### src/rtl/c_writeback_dp_if.sv
// Port bundle for the C write-back datapath: the 2x2 result-block handshake from
// the MAC array and the single-port write channel into the column-major C RAM.
interface c_writeback_dp_if #(
  parameter int DW = 16,
  parameter int AW = 8
);
  // A block transfers on every rising edge where in_valid && in_ready; in_ready never
  // depends on in_valid, and in_valid seen while in_ready is low is dropped, not queued.
  logic          in_valid;
  logic          in_ready;
  logic [DW-1:0] c00;
  logic [DW-1:0] c10;
  logic [DW-1:0] c01;
  logic [DW-1:0] c11;

  logic          we;
  logic [AW-1:0] waddr;
  logic [DW-1:0] wdata;

  modport slave (
    input  in_valid, c00, c10, c01, c11,
    output in_ready, we, waddr, wdata
  );

  modport master (
    output in_valid, c00, c10, c01, c11,
    input  in_ready, we, waddr, wdata
  );
endinterface

### src/rtl/c_writeback_dp.sv
// Serialises 2x2 result blocks into four column-major C RAM writes, walking blocks
// with j inner and i outer in steps of two, and flags done after the last block.
module c_writeback_dp #(
  parameter int N  = 8,
  parameter int DW = 16,
  parameter int AW = 8
) (
  input  logic                 clk,
  input  logic                 reset_n,
  input  logic                 start,
  c_writeback_dp_if.slave      bus,
  output logic                 busy,
  output logic                 done,
  output logic [1:0]           state_dbg
);

  typedef enum logic [1:0] {
    S_IDLE  = 2'd0,
    S_WAIT  = 2'd1,
    S_WRITE = 2'd2,
    S_DONE  = 2'd3
  } state_t;

  localparam logic [AW-1:0] N_A    = AW'(N);
  localparam logic [AW-1:0] LAST_A = AW'(N - 2);
  localparam logic [AW-1:0] STEP_A = AW'(2);

  state_t        state_q, state_d;
  logic [AW-1:0] bi_q, bi_d;
  logic [AW-1:0] bj_q, bj_d;
  logic [1:0]    sub_q, sub_d;
  logic [DW-1:0] d00_q, d00_d;
  logic [DW-1:0] d10_q, d10_d;
  logic [DW-1:0] d01_q, d01_d;
  logic [DW-1:0] d11_q, d11_d;

  logic          last_blk;
  logic          in_ready_w;
  logic          accept;
  logic [AW-1:0] col_w;
  logic [AW-1:0] row_w;

  assign last_blk   = (bi_q == LAST_A) && (bj_q == LAST_A);
  // Ready in sub3 lets the next block start with no bubble; never on the final block.
  assign in_ready_w = (state_q == S_WAIT) ||
                      ((state_q == S_WRITE) && (sub_q == 2'd3) && !last_blk);
  assign accept     = bus.in_valid && in_ready_w;

  always_ff @(posedge clk or negedge reset_n) begin
    if (!reset_n) begin
      state_q <= S_IDLE;
      bi_q    <= '0;
      bj_q    <= '0;
      sub_q   <= '0;
      d00_q   <= '0;
      d10_q   <= '0;
      d01_q   <= '0;
      d11_q   <= '0;
    end else begin
      state_q <= state_d;
      bi_q    <= bi_d;
      bj_q    <= bj_d;
      sub_q   <= sub_d;
      d00_q   <= d00_d;
      d10_q   <= d10_d;
      d01_q   <= d01_d;
      d11_q   <= d11_d;
    end
  end

  always_comb begin
    state_d = state_q;
    bi_d    = bi_q;
    bj_d    = bj_q;
    sub_d   = sub_q;
    d00_d   = d00_q;
    d10_d   = d10_q;
    d01_d   = d01_q;
    d11_d   = d11_q;

    if (accept) begin
      d00_d = bus.c00;
      d10_d = bus.c10;
      d01_d = bus.c01;
      d11_d = bus.c11;
    end

    unique case (state_q)
      S_IDLE, S_DONE: begin
        if (start) begin
          state_d = S_WAIT;
          bi_d    = '0;
          bj_d    = '0;
          sub_d   = '0;
        end
      end
      S_WAIT: begin
        if (accept) begin
          state_d = S_WRITE;
          sub_d   = '0;
        end
      end
      S_WRITE: begin
        if (sub_q != 2'd3) begin
          sub_d = sub_q + 2'd1;
        end else begin
          sub_d = '0;
          if (bj_q < LAST_A) begin
            bj_d = bj_q + STEP_A;
          end else begin
            bj_d = '0;
            bi_d = (bi_q < LAST_A) ? (bi_q + STEP_A) : '0;
          end
          if (last_blk) begin
            state_d = S_DONE;
          end else if (!accept) begin
            state_d = S_WAIT;
          end
        end
      end
      default: state_d = S_IDLE;
    endcase
  end

  // sub[1] selects column j+1, sub[0] selects row i+1; all from registered state.
  assign col_w = bj_q + {{(AW-1){1'b0}}, sub_q[1]};
  assign row_w = bi_q + {{(AW-1){1'b0}}, sub_q[0]};

  assign bus.waddr    = col_w * N_A + row_w;
  assign bus.we       = (state_q == S_WRITE);
  assign bus.in_ready = in_ready_w;

  always_comb begin
    bus.wdata = d00_q;
    unique case (sub_q)
      2'd0: bus.wdata = d00_q;
      2'd1: bus.wdata = d10_q;
      2'd2: bus.wdata = d01_q;
      2'd3: bus.wdata = d11_q;
      default: bus.wdata = d00_q;
    endcase
  end

  assign busy      = (state_q == S_WAIT) || (state_q == S_WRITE);
  assign done      = (state_q == S_DONE);
  assign state_dbg = state_q;

endmodule

### src/flat_wrapper.sv
// flat-port wrapper written by rule: the top's interface ports become plain ports
module c_writeback_dp_flat 
#(
  parameter int N  = 8,
  parameter int DW = 16,
  parameter int AW = 8
)
  (clk, reset_n, start, busy, done, state_dbg, bus_in_valid, bus_c00, bus_c10, bus_c01, bus_c11, bus_in_ready, bus_we, bus_waddr, bus_wdata);
  c_writeback_dp_if #(.DW(DW), .AW(AW)) bus_i ();
  input  logic clk;
  input  logic reset_n;
  input  logic start;
  output logic busy;
  output logic done;
  output logic [1:0] state_dbg;
  input wire logic [$bits(bus_i.in_valid)-1:0] bus_in_valid;
  input wire logic [$bits(bus_i.c00)-1:0] bus_c00;
  input wire logic [$bits(bus_i.c10)-1:0] bus_c10;
  input wire logic [$bits(bus_i.c01)-1:0] bus_c01;
  input wire logic [$bits(bus_i.c11)-1:0] bus_c11;
  output wire logic [$bits(bus_i.in_ready)-1:0] bus_in_ready;
  output wire logic [$bits(bus_i.we)-1:0] bus_we;
  output wire logic [$bits(bus_i.waddr)-1:0] bus_waddr;
  output wire logic [$bits(bus_i.wdata)-1:0] bus_wdata;
  assign bus_i.in_valid = bus_in_valid;
  assign bus_i.c00 = bus_c00;
  assign bus_i.c10 = bus_c10;
  assign bus_i.c01 = bus_c01;
  assign bus_i.c11 = bus_c11;
  assign bus_in_ready = bus_i.in_ready;
  assign bus_we = bus_i.we;
  assign bus_waddr = bus_i.waddr;
  assign bus_wdata = bus_i.wdata;
  c_writeback_dp #(.N(N), .DW(DW), .AW(AW)) u_core (.clk(clk), .reset_n(reset_n), .start(start), .bus(bus_i), .busy(busy), .done(done), .state_dbg(state_dbg));
endmodule
### config.mk
export PLATFORM = sky130hd
export DESIGN_NAME = c_writeback_dp_flat
export DESIGN_NICKNAME = d
export VERILOG_FILES = /design/src/rtl/c_writeback_dp_if.sv /design/src/rtl/c_writeback_dp.sv /design/src/flat_wrapper.sv
export SDC_FILE = /design/constraint.sdc
export NUM_CORES = 1
export LEC_CHECK = 0
export ABC_AREA = 1
export CAP_MARGIN = 25
export CORE_MARGIN = 5
export CORE_UTILIZATION = 55
export CTS_BUF_LIST = sky130_fd_sc_hd__clkbuf_8 sky130_fd_sc_hd__clkbuf_16
export DETAILED_ROUTE_END_ITERATION = 7
export GPL_ROUTABILITY_DRIVEN = 0
export PLACE_DENSITY = 0.92
export SYNTH_ARGS = -nofsm -noshare
export SYNTH_HDL_FRONTEND = slang
export SYNTH_SLANG_ARGS = --single-unit
### constraint.sdc
create_clock -name clk -period 4.7 [get_ports clk]
set_clock_uncertainty 0.1 [all_clocks]
set_input_delay 0.94 -clock clk [delete_from_list [all_inputs] [get_ports clk]]
set_output_delay 0.94 -clock clk [all_outputs]
set_load 0.02 [all_outputs]
==> results.toml <==
[clocking]
clockBufferDepth = 2
postCtsHoldBufs = 0
htreeDepth = 3
clock_latency_ns = 0.35
cts-buffers-inserted = 9
cts_tree = "yes"
clk_pin_slew_worst_paths_ns = 0.08
cts_setup_buffers = 0
post_cts_resized = 0
cts_root_buf = "clkbuf_8"
cts_sinks = 82

[sta]
rsz0062_at_grt = "false"
worst_pin_slew_ns = 0.977
finalSetupTns_ns = 0
report.final.slew_viol_count = 0
max_freq_mhz = 260
finalSetupViolCount = 0
relSlewSlack_pct = 34.8
finalCriticalPeriod_ns = 3.85
finalCritPeriodShare_pct = 81.8
hold_viol_final = 0

[finish]
nets = 643
drive_above_1_share_pct = 13.4
multi_input_area_sq_um = 1980
fill_cells = 550
fin_area_sq_um = 5470
regArea_sq_um = 2050
diodes = 0
area.growth.synth_to_final_pct = 25.8

[critical_path]
regToRegSetupSlack_ns = 1.40
crit_path_cell_trace = "ha_1 > ha_1 > a21oi_1 > o21bai_1 > a21oi_1 > xor2_1 > clkdlybuf4s50_1"
crit_arrival_ns = 2.81
slowest_delay_ns = 0.61
critPathCapture = "bus_waddr[7]"
end_kind = "primary output"
crit_cells = 7
cp_top_family = "adder cells"
reg2regPathDepth = 7
cp_slowest_cell = "clkdlybuf4s50_1"
reg2reg_from = "u_core.sub_q[1]$_DFFE_PN0P_"
r2r-end = "u_core.d00_q[2]$_DFFE_PN0P_"
required_ns = 3.66
worst-path-max-fanout = 6
worstSetupStartpoint = "u_core.bj_q[1]$_DFFE_PN0P_"
setup.worst_path.class = "reg2out"
start_kind = "flop"
critical_path_buf_inv_count = 1

[global_route]
overflow = 0
grtUsageTotal_pct = 23.0
grt_max_degree = 83
antenna_found_initial = 0
grt_pass1_vias = 3721
grt_pass1_wl_um = 17900

[place]
place_hpwl_um = 7640
dpl_cell_area_sq_um = 5220
io_buffers = 97

[yosys]
yosys_warnings = 0
synth_seq_cells = 82
yosysTopAreaCellShare_pct = 47.2
yosys.cell_count.top_type = "nand2_1"
yosysTopAreaCell = "dfrtp_1"
yosysUniqueCellTypes = 29
syn_inst = 484
synthFlopType = "dfrtp_1"
synth_area_per_cell_sq_um = 8.98
synth_edf_count = 0
yosysSeqAreaShare_pct = 47.2
synth_area_sq_um = 4350
async_reset_ff_share_pct = 100
ys_top_cells_by_area = "dfrtp_1 (47%), nand2_1 (14%), nand3_2 (12%)"
syn_nets = 566
ys_top_cells_by_count = "nand2_1 (163), dfrtp_1 (82), nand3_2 (51)"

[route]
vias_per_cell = 5.43
wl_per_cell_um = 16.3
ant_nets = 0
num_vias = 3625
drtPass1Iterations = 4
drt-total-wl_um = 10900
drt_iter0_drc = 399
drc = 0

[pwr]
powerDensity_nw_per_um2 = 585
cellLeakagePower_nw = 2.59
ir_worst_vdd_uv = 511

[floorplan]
die_w_um = 98.9
ios = 98
start_util_pct = 56.3
row_count = 32
core_area_sq_um = 7730
die_h_um = 98.9
dieArea_sq_um = 9780

[worst_hold_path]
hold_class = "in2async"

[run_status]
status = "finished clean"

[job]
maxCapViolations = 0
[report_power, final]
part	switching [W]	internal, W	total [W]
Sequential	0.000197	0.000988	0.00119
Combinational	0.000894	0.000556	0.00145
Clock	0.000263	0.000298	0.000561
[placed cells by master (no fill, tap or decap)]
cell type          n
nand2_2            1
nand3_1           22
conb_1             1
nand2_1          163
o21a_1             1
clkinv_4           1
buf_16             1
nand2_4            2
o21ai_1            4
clkbuf_8           9
clkinvlp_4         3
xor2_1             5
ha_1              14
a22o_1            16
nor2_2             2
dfrtp_1           82
nor3_1             1
o21ai_0           18
nor3b_1            1
o2111ai_1          1
bufinv_16          2
buf_4              4
nand3_2           51
xnor2_1            2
nor2_1            17
o21bai_1           1
a21oi_1           23
inv_1             23
clkdlybuf4s50_1   95
[cell type report]
cell class / count / share of cell area [%]
multi-input cells: 346 / 36.2
repair buffers: 100 / 18.4
inverters: 22 / 1.51
clock buffers: 9 / 2.26
clock inverters: 7 / 1.74
flip-flops and latches: 82 / 37.5
well taps: 102 / 2.33
[how the worst min path moves through the flow]
stage                                       startpoint                            to  slack [ns]  cells after the start
final                                          reset_n    u_core.bj_q[1]$_DFFE_PN0P_        0.29                      1
after global routing                           reset_n    u_core.bj_q[1]$_DFFE_PN0P_        0.27                      1
after CTS                  u_core.d10_q[9]$_DFFE_PN0P_   u_core.d10_q[9]$_DFFE_PN0P_        0.38                      2
after detailed placement  u_core.d11_q[10]$_DFFE_PN0P_  u_core.d11_q[10]$_DFFE_PN0P_        0.36                      2
after global placement     u_core.d10_q[7]$_DFFE_PN0P_   u_core.d10_q[7]$_DFFE_PN0P_        0.35                      2
after floorplan           u_core.d00_q[14]$_DFFE_PN0P_  u_core.d00_q[14]$_DFFE_PN0P_        0.34                      2
[kinds of logic after synthesis]
logic type      synth area share, %
simple gates                   30.9
flops                          47.2
compound gates                 8.95
buf+inv                        7.40
fa+ha+maj                      4.03
xor+xnor                       1.41
other cells                  0.0862
[routing by layer]
| layer | global-route usage [%] | routed length [um] | vias to the layer above |
|---|---|---|---|
| met5 | 0 | 0 | - |
| met4 | 11.6 | 401 | 0 |
| met3 | 5.10 | 665 | 42 |
| met2 | 35.7 | 5170 | 149 |
| met1 | 30.3 | 4620 | 1701 |
| li1 | - | - | 1733 |
[through the flow]
| step | setup WS [ns] | util (%) | total power (W) | hold WS, ns | cells |
|---|---|---|---|---|---|
| 2_1_floorplan | 1.83 | - | 0.00216 | 0.342 | 484 |
| 3_3_place_gp | 1.38 | 67.6 | 0.00256 | 0.353 | 651 |
| 3_5_place_dp | 1.25 | 67.6 | 0.00263 | 0.359 | 651 |
| 4_1_cts | 0.851 | 70.4 | 0.00319 | 0.378 | 667 |
| 5_1_grt | 0.675 | 70.8 | 0.00342 | 0.273 | 668 |
| 6_report | 0.853 | 70.8 | 0.00320 | 0.288 | 668 |
[worst reg2reg max path, delay by kind of cell, from the launching register on]
family,cells,cell delay [ns]
and+or+nand+nor,5,1.27
adders and majority gates,1,0.65
buffers and inverters,1,0.73
DFF,1,0.43
[registers in the layout, summed over array words and instances (netlist names)]
name and count:
u_core.d10_q 16, u_core.state_dbg 2, u_core.d01_q 16, u_core.sub_q 2
u_core.bj_q 7, u_core.d11_q 16, u_core.bi_q 7, u_core.d00_q 16
Note: power is estimated with default switching activity, not from simulation.
